## src/rtl/drum_motor_driver.sv

```systemverilog
// ---------------------------------------------------------------------------
// drum_motor_driver
//
// Power-stage sequencer for the wash drum. It turns the level motor request
// (en, driven by M1) into an alternating forward/reverse drive. Each
// direction goes through a soft-start PWM ramp, a fixed run time and a
// dead-time pause, and then the direction reverses. Drive is cut as soon as
// the synchronised door interlock opens. The block then latches FAULT until
// en is dropped.
//
// Ports:
//   clk          system clock; all logic on posedge
//   O            asynchronous active-low reset; clears all state
//   en           motor request, level-sensitive
//   door_closed  door interlock (1 = shut), 2-flop synchronised internally
//   pwm          motor PWM gate, registered
//   dir_fwd      forward bridge enable
//   dir_rev      reverse bridge enable
//   running      1 while ramping or running
//   fault        1 while latched in FAULT
//   reversals    completed direction reversals, saturating at 255
//   state_dbg    current FSM state encoding, for observation only
//
// There is no handshake. en is a plain level, and the outputs are levels
// derived from the registered state.
// ---------------------------------------------------------------------------
module drum_motor_driver #(
    parameter int TICK_DIV    = 50000,
    parameter int RAMP_STEP   = 8,
    parameter int MAX_DUTY    = 200,
    parameter int RUN_TICKS   = 3000,
    parameter int PAUSE_TICKS = 500
) (
    input  logic       clk,
    input  logic       O,
    input  logic       en,
    input  logic       door_closed,
    output logic       pwm,
    output logic       dir_fwd,
    output logic       dir_rev,
    output logic       running,
    output logic       fault,
    output logic [7:0] reversals,
    output logic [2:0] state_dbg
);

    localparam int PW = (TICK_DIV > 1) ? $clog2(TICK_DIV) : 1;

    typedef enum logic [2:0] {
        IDLE  = 3'd0,
        RAMP  = 3'd1,
        RUN   = 3'd2,
        PAUSE = 3'd3,
        FAULT = 3'd4
    } state_t;

    typedef enum logic {
        FWD = 1'b0,
        REV = 1'b1
    } dir_t;

    state_t        state, state_n;
    dir_t          dir, dir_n;
    logic [7:0]    duty, duty_n;
    logic [15:0]   timer, timer_n;
    logic [7:0]    rev_n;
    logic [PW-1:0] presc;
    logic [7:0]    pwm_cnt;
    logic          door_s1, ds;
    logic          tick;
    logic [8:0]    duty_sum;
    logic          drive_n;

    // Time base and PWM carrier are free-running and independent of the FSM.
    assign tick = (presc == PW'(TICK_DIV - 1));

    always_ff @(posedge clk or negedge O) begin
        if (!O) begin
            presc   <= '0;
            pwm_cnt <= '0;
            door_s1 <= 1'b0;
            ds      <= 1'b0;
        end else begin
            presc   <= tick ? '0 : presc + 1'b1;
            pwm_cnt <= pwm_cnt + 8'd1;
            door_s1 <= door_closed;
            ds      <= door_s1;
        end
    end

    // 9-bit sum so the ramp step can never wrap past MAX_DUTY.
    assign duty_sum = {1'b0, duty} + 9'(RAMP_STEP);

    always_comb begin
        state_n = state;
        dir_n   = dir;
        duty_n  = duty;
        timer_n = timer;
        rev_n   = reversals;
        if (!en) begin
            state_n = IDLE;
            dir_n   = FWD;
            duty_n  = 8'd0;
            timer_n = 16'd0;
        end else if (!ds) begin
            state_n = FAULT;
            duty_n  = 8'd0;
            timer_n = 16'd0;
        end else begin
            case (state)
                IDLE: begin
                    state_n = RAMP;
                    dir_n   = FWD;
                    duty_n  = 8'd0;
                    timer_n = 16'd0;
                    rev_n   = 8'd0;
                end
                RAMP: begin
                    if (tick) begin
                        duty_n = (duty_sum >= 9'(MAX_DUTY)) ? 8'(MAX_DUTY) : duty_sum[7:0];
                        if (duty_n == 8'(MAX_DUTY)) begin
                            state_n = RUN;
                            timer_n = 16'd0;
                        end
                    end
                end
                RUN: begin
                    if (tick) begin
                        if (timer == 16'(RUN_TICKS - 1)) begin
                            state_n = PAUSE;
                            duty_n  = 8'd0;
                            timer_n = 16'd0;
                        end else begin
                            timer_n = timer + 16'd1;
                        end
                    end
                end
                PAUSE: begin
                    if (tick) begin
                        if (timer == 16'(PAUSE_TICKS - 1)) begin
                            state_n = RAMP;
                            dir_n   = (dir == FWD) ? REV : FWD;
                            duty_n  = 8'd0;
                            timer_n = 16'd0;
                            rev_n   = (reversals == 8'hFF) ? reversals : reversals + 8'd1;
                        end else begin
                            timer_n = timer + 16'd1;
                        end
                    end
                end
                FAULT: begin
                    duty_n = 8'd0;
                end
                default: begin
                    state_n = IDLE;
                    duty_n  = 8'd0;
                end
            endcase
        end
    end

    // The PWM register is gated by the next state. This lets an en drop or
    // a fault clear the gate on the same edge that leaves RAMP/RUN.
    assign drive_n = (state_n == RAMP) || (state_n == RUN);

    always_ff @(posedge clk or negedge O) begin
        if (!O) begin
            state     <= IDLE;
            dir       <= FWD;
            duty      <= 8'd0;
            timer     <= 16'd0;
            reversals <= 8'd0;
            pwm       <= 1'b0;
        end else begin
            state     <= state_n;
            dir       <= dir_n;
            duty      <= duty_n;
            timer     <= timer_n;
            reversals <= rev_n;
            pwm       <= drive_n && (pwm_cnt < duty_n);
        end
    end

    assign running   = (state == RAMP) || (state == RUN);
    assign fault     = (state == FAULT);
    assign dir_fwd   = running && (dir == FWD);
    assign dir_rev   = running && (dir == REV);
    assign state_dbg = state;

endmodule

```

## config.mk

```make
export PLATFORM = sky130hd
export DESIGN_NAME = drum_motor_driver
export DESIGN_NICKNAME = d
export VERILOG_FILES = /design/src/rtl/drum_motor_driver.sv
export SDC_FILE = /design/constraint.sdc
export NUM_CORES = 1
export LEC_CHECK = 0
export CORE_ASPECT_RATIO = 0.6
export CORE_MARGIN = 10
export CORE_UTILIZATION = 35
export DETAILED_ROUTE_END_ITERATION = 8
export GPL_TIMING_DRIVEN = 0
export PLACE_DENSITY_LB_ADDON = 0.25
export SYNTH_ARGS = -nofsm -noshare
export SYNTH_HDL_FRONTEND = slang
export SYNTH_SLANG_ARGS = --single-unit
```

## constraint.sdc

```tcl
create_clock -name clk -period 3.65 [get_ports clk]
set_input_delay 0.365 -clock clk [delete_from_list [all_inputs] [get_ports clk]]
set_output_delay 0.365 -clock clk [all_outputs]
set_load 0.03 [all_outputs]
```

# Word level (Yosys, flattened, before mapping)
# Cells that the tools add are included.
# op_classes
addsub,5
magnitude_cmp,2
eq_ne,23
muxes,38
n_bitwise,1
reduce_logical,10
# ops
operator,count
$mux W16,9
$mux W8,11
$pmux W16 S4,1
$add A16 B1 Y16 const B,2
$mux W3,8
$pmux W8 S3,1
$add A8 B1 Y8 const B,2
$eq A16 B12 Y1 const B,1
$eq A16 B16 Y1 const B,1
$eq A16 B9 Y1 const B,1
$eq A8 B8 Y1 const B,2
$ne A4 B4 Y1 const B,4
$pmux W8 S2,1
$pmux W3 S5,1
$add A8 B4 Y9 const B,1
$eq A3 B2 Y1 const B,3
$ge A9 B8 Y1 const B,1
$lt A8 B8 Y1,1
$eq A3 B1 Y1 const B,2
$ne A2 B2 Y1 const B,3
$ne A3 B3 Y1 const B,2
$ne A6 B2 Y1 const B,1
$reduce_and A6 Y1,1
$mux W1,5
11 further kinds,14
# word_totals
register_bits,63
input_bits,4
out_inout_bits,16
wordCells,89

# Longest topological paths before layout
# logic_depth
word_depth,12
depth_mapped,15
mapped_depth_nobuf,13

# Least setup slack after synthesis
# Ideal clock, no wire load.
# synth_timing
path_type,register to register
from,register timer[3]
to,register pwm
setup_ns,0.086
arrival_time_ns,2.692
t_required_ns,3.564
setup_slack_ns,0.872
stages_incl_launch_ff,13
n_path_buf,0
synth_period_minus_slack_ns,2.778
cell_sequence,dfrtp_1 > or4_4 > nor4_2 > o21ai_0 > a21o_1 > o21a_1 > nand2_1 > ha_1 > a21oi_1 > nor2b_1 > o21ai_0 > nand4_1 > nor3_1
# synth_between
elab_chain_cells,9
word_cells_on_any_way,21
classes_between,1 x order compare; 4 x eq/ne; 14 x mux; 2 x reduce/logical
# synth_lines
element,line_no,rtl
from (decl),65,"logic [15:0] timer, timer_n;"
from (signal assigned),178,timer <= timer_n;
branches (longest 8 deep; another with $lt A8 B8 Y1),n/a,
$logic_and A1 B1 Y1 (*),180,pwm <= drive_n && (pwm_cnt < duty_n);
to (signal assigned),180,
to (decl),38,"output logic pwm,"
# Every way passes the cells marked *.
# A chain may end at the register's enable or synchronous reset.

# Worst setup path in the final report
# layout_timing
from,register presc[0]
to,register pwm
# layout_between
elab_chain_cells,8
word_cells_on_any_way,18
classes_between,1 x order compare; 3 x eq/ne; 12 x mux; 2 x reduce/logical
# layout_lines
element,line_no,rtl
from (decl),67,logic [PW-1:0] presc;
from (signal assigned),84,presc <= tick ? '0 : presc + 1'b1;
$eq A16 B16 Y1 (*),75,assign tick = (presc == PW'(TICK_DIV - 1));
branches (longest 6 deep; another with $lt A8 B8 Y1),n/a,
$logic_and A1 B1 Y1 (*),180,
# Marked as above.

==> summary.md <==
| Metric | Value |
|---|---|
| Outcome | `finished clean` |
| Max IR drop VDD | `0.000201 V` |
| Critical Path End Type | `register` |
| Post-placement setup slack | `108 ps` |
| RSZ-0062 raised after global routing | `no` |
| Final wirelength | `8820 um` |
| Top cells by count, synth | `dfrtp_1 (63), nand2_1 (34), nor2_1 (30)` |
| Sw Ratio | `23.0%` |
| Core area | `9840 sq um` |
| Largest fanout on the critical path | `7` |
| Comb pwr share | `3.9%` |
| Die X | `about 150 um` |
| Remaining Overflow, GRT | `0` |
| Fin util | `43.0%` |
| Clock power share | `52.8%` |
| Slew @ Worst Pin | `905 ps` |
| Die area | `14,600 sq um` |
| Number of I/O port buffers | `19` |
| YS warnings | `0` |
| Hold Violations, Final | `0` |
| Post-synthesis average cell area | `a little under 10 sq um` |
| Hold WC Path Type | `input port to async pin` |
| Initial Util | `35.9%` |
| N_diodes | `0` |
| Clock slew seen by the registers of the worst setup and hold paths | `approximately 60 ps` |
| Flop pwr share | `43.3%` |
| Static Leak | `1.75 nW` |
| H-tree depth | `3` |
| Cell Area, Synth | `between 3000 and 4000 sq um` |
| CP Launch Type | `register` |
| Final setup viols | `0` |
| Final Wtd Congestion | `0.853` |
| Row cnt | `28` |
| Clock Skew | `just under 7 ps` |
| CTS sink cnt | `63` |
| Mapped Cells | `367` |
| Routed WL per cell | `16.3 um` |
| Post-synth top area share | `44.6%` |
| Layout cell share with drive strength beyond 1 | `10.4%` |
| Detail Placement HPWL | `approximately 6300 um` |
| Power density cells | `384 nW/um^2` |
| Worst setup margin | `242 ps` |
| Vias in the first global route | `2,735` |
| Most frequent cell after synthesis | `dfrtp_1` |
| Clk Latency, worst-skew pair | `340 ps` |
| Most common flop cell mapped by yosys | `dfrtp_1` |
| CTS root buf | `clkbuf_16` |
| Max cap viols | `0` |
| Area leader, netlist | `dfrtp_1` |
| Seq/Total Area, Yosys | `44.6%` |
| Syn_nets | `about 380` |
| Critical Path AT | `3640 ps` |
| Critical path required time | `a little under 4000 ps` |
| Post-synth EDFFs | `0` |
| Ports | `20` |
| WHS | `123 ps` |
| First-pass GRT wire length | `between 10,000 and 15,000 um` |
| Max Fclk | `293 MHz` |
| Via count | `2,944` |
| Initial antenna violation count | `0` |
| Clock buffer depth | `2` |
| Area Overhead vs Synth | `19.9%` |
| Max transition margin | `about two fifths` |
| DR vias/cell | `about 5.5` |
| CTS tree | `done` |
| Initial DRC Count | `roughly 270` |
| Final Cycle Share | `93.4%` |
| Max-slew violation count | `0` |
| Largest net degree at the start of global routing | `64` |
| Async S/R FF share, synth | `100%` |
| Total Power | `1.63 mW` |
| Kind of critical path | `register to register` |
| Netlist cell types | `56` |
| Top cells by area, synth | `dfrtp_1 (45%), ha_1 (4.3%), nand3_1 (3.7%)` |
| Hold-fix buffers, CTS | `0` |
| Nets@finish | `416` |
| CTS Buf Count | `9` |
| Die Y | `between 90 and 100 um` |
| NetSw | `~0.37 mW` |
| Internal Power | `1.25 mW` |
| DRT Pass-1 Iters | `5` |
| Synth Register Bits | `63` |
| DRC | `0` |
| Routed Antenna Nets | `0` |
| Setup TNS Final | `0 ps` |
| Min Tclk post-route | `3410 ps` |
| Total Routing Usage GR | `12.3%` |
## state kept, by name, summed over array words and instances, names as in the netlist
name and flops:
dir 1, door_s1 1, ds 1, duty 8, presc 16, pwm 1
pwm_cnt 8, reversals 8, state_dbg 3, timer 16
## stage by stage
step | instances | area (sq um)
5_1_grt | 540 | 4230
3_3_place_gp | 521 | 3890
3_5_place_dp | 521 | 3890
6_report | 540 | 4230
4_1_cts | 537 | 4190
2_1_floorplan | 367 | 3530
## path summary, 6_finish.rpt
path                                from        end  slack, ps  depth (start not counted)
worst max-delay path            presc[0]        pwm        240                         14
worst min-delay path                   O    duty[7]        120                          1
worst max register to register  presc[0]        pwm        240                         14
worst min register to register   door_s1         ds        350                          0
max in group asynchronous              O  timer[10]       2990                          1
min in group clk                 door_s1         ds        350                          0
## worst max-delay path, stage by stage (launching register included)
cell and delay [ps]:
dfrtp_1 360, ha_1 180, and3_1 150, clkbuf_1 220, and4_1 220, clkbuf_2 190, nand2_1 150, o31ai_1 350
o221ai_1 200, ha_1 360, a21oi_1 160, nor2b_1 60, o21ai_0 290, nand4_1 160, nor3_2 250
## power by group through the flow
stage	clock, mW	sequential [mW]	combinational [mW]
floorplan	0	0.718	0.0288
global placement	0	0.716	0.0649
detailed placement	0	0.716	0.0652
CTS	0.876	0.704	0.0651
global route	0.916	0.704	0.0729
finish	0.858	0.704	0.0641
## metal layers
layer,vias to the layer above,track usage (%),routed length [um]
met5,-,0,0
met4,0,2.60,65
met3,10,5.48,636
met1,1429,19.4,4790
li1,1429,-,-
met2,76,14.4,3330
## area by class of cell
type / count / area [sq um]
clock buffers: 10 / 229
multi-input cells: 283 / 1890
well taps: 135 / 169
inverters: 9 / 33.8
flip-flops and latches: 63 / 1580
fillers: 961 / 5610
plain buffers: 12 / 60.1
repair buffers: 22 / 210
clock inverters: 6 / 70.1
## placed cells by master (no fill, tap or decap), drive strengths merged, types with 3 or more instances in the layout
cell,Yosys,layout
o221ai,3,3
nand2b,8,8
nor4bb,3,3
inv,9,10
clkinvlp,0,3
nor2b,4,4
nand2,34,34
and3,11,11
ha,12,12
nor3,6,6
a21o,5,5
and2,7,7
buf,5,9
nor4b,3,3
nand3,26,26
xor2,12,12
o31ai,15,15
o21ai,25,25
and4,3,3
nand4,9,9
o2bb2a,8,8
dfrtp,63,63
a211oi,3,3
xnor2,8,8
a21oi,8,8
a21boi,3,3
or4,3,3
o21bai,3,3
or2,4,4
nor2,30,30
clkdlybuf4s50,0,18
clkbuf,7,17
## kinds of logic (layout without fill, tap and decap cells)
group	count (synthesis)	in the layout	share of synthesized area, %
fa+ha+maj	12	12	4.25
xor+xnor	20	20	4.96
buf+inv	21	59	2.66
flops	63	63	44.6
simple gates	160	160	24.8
compound gates	91	91	18.7
## what timing repair did
item | CTS | global route
hold endpoints to repair | 0 | 0
setup endpoints to repair | 0 | 1
gates resized for setup | 0 | 4
setup buffers | 0 | 3
No activity file was read; power rests on OpenSTA's default activity.
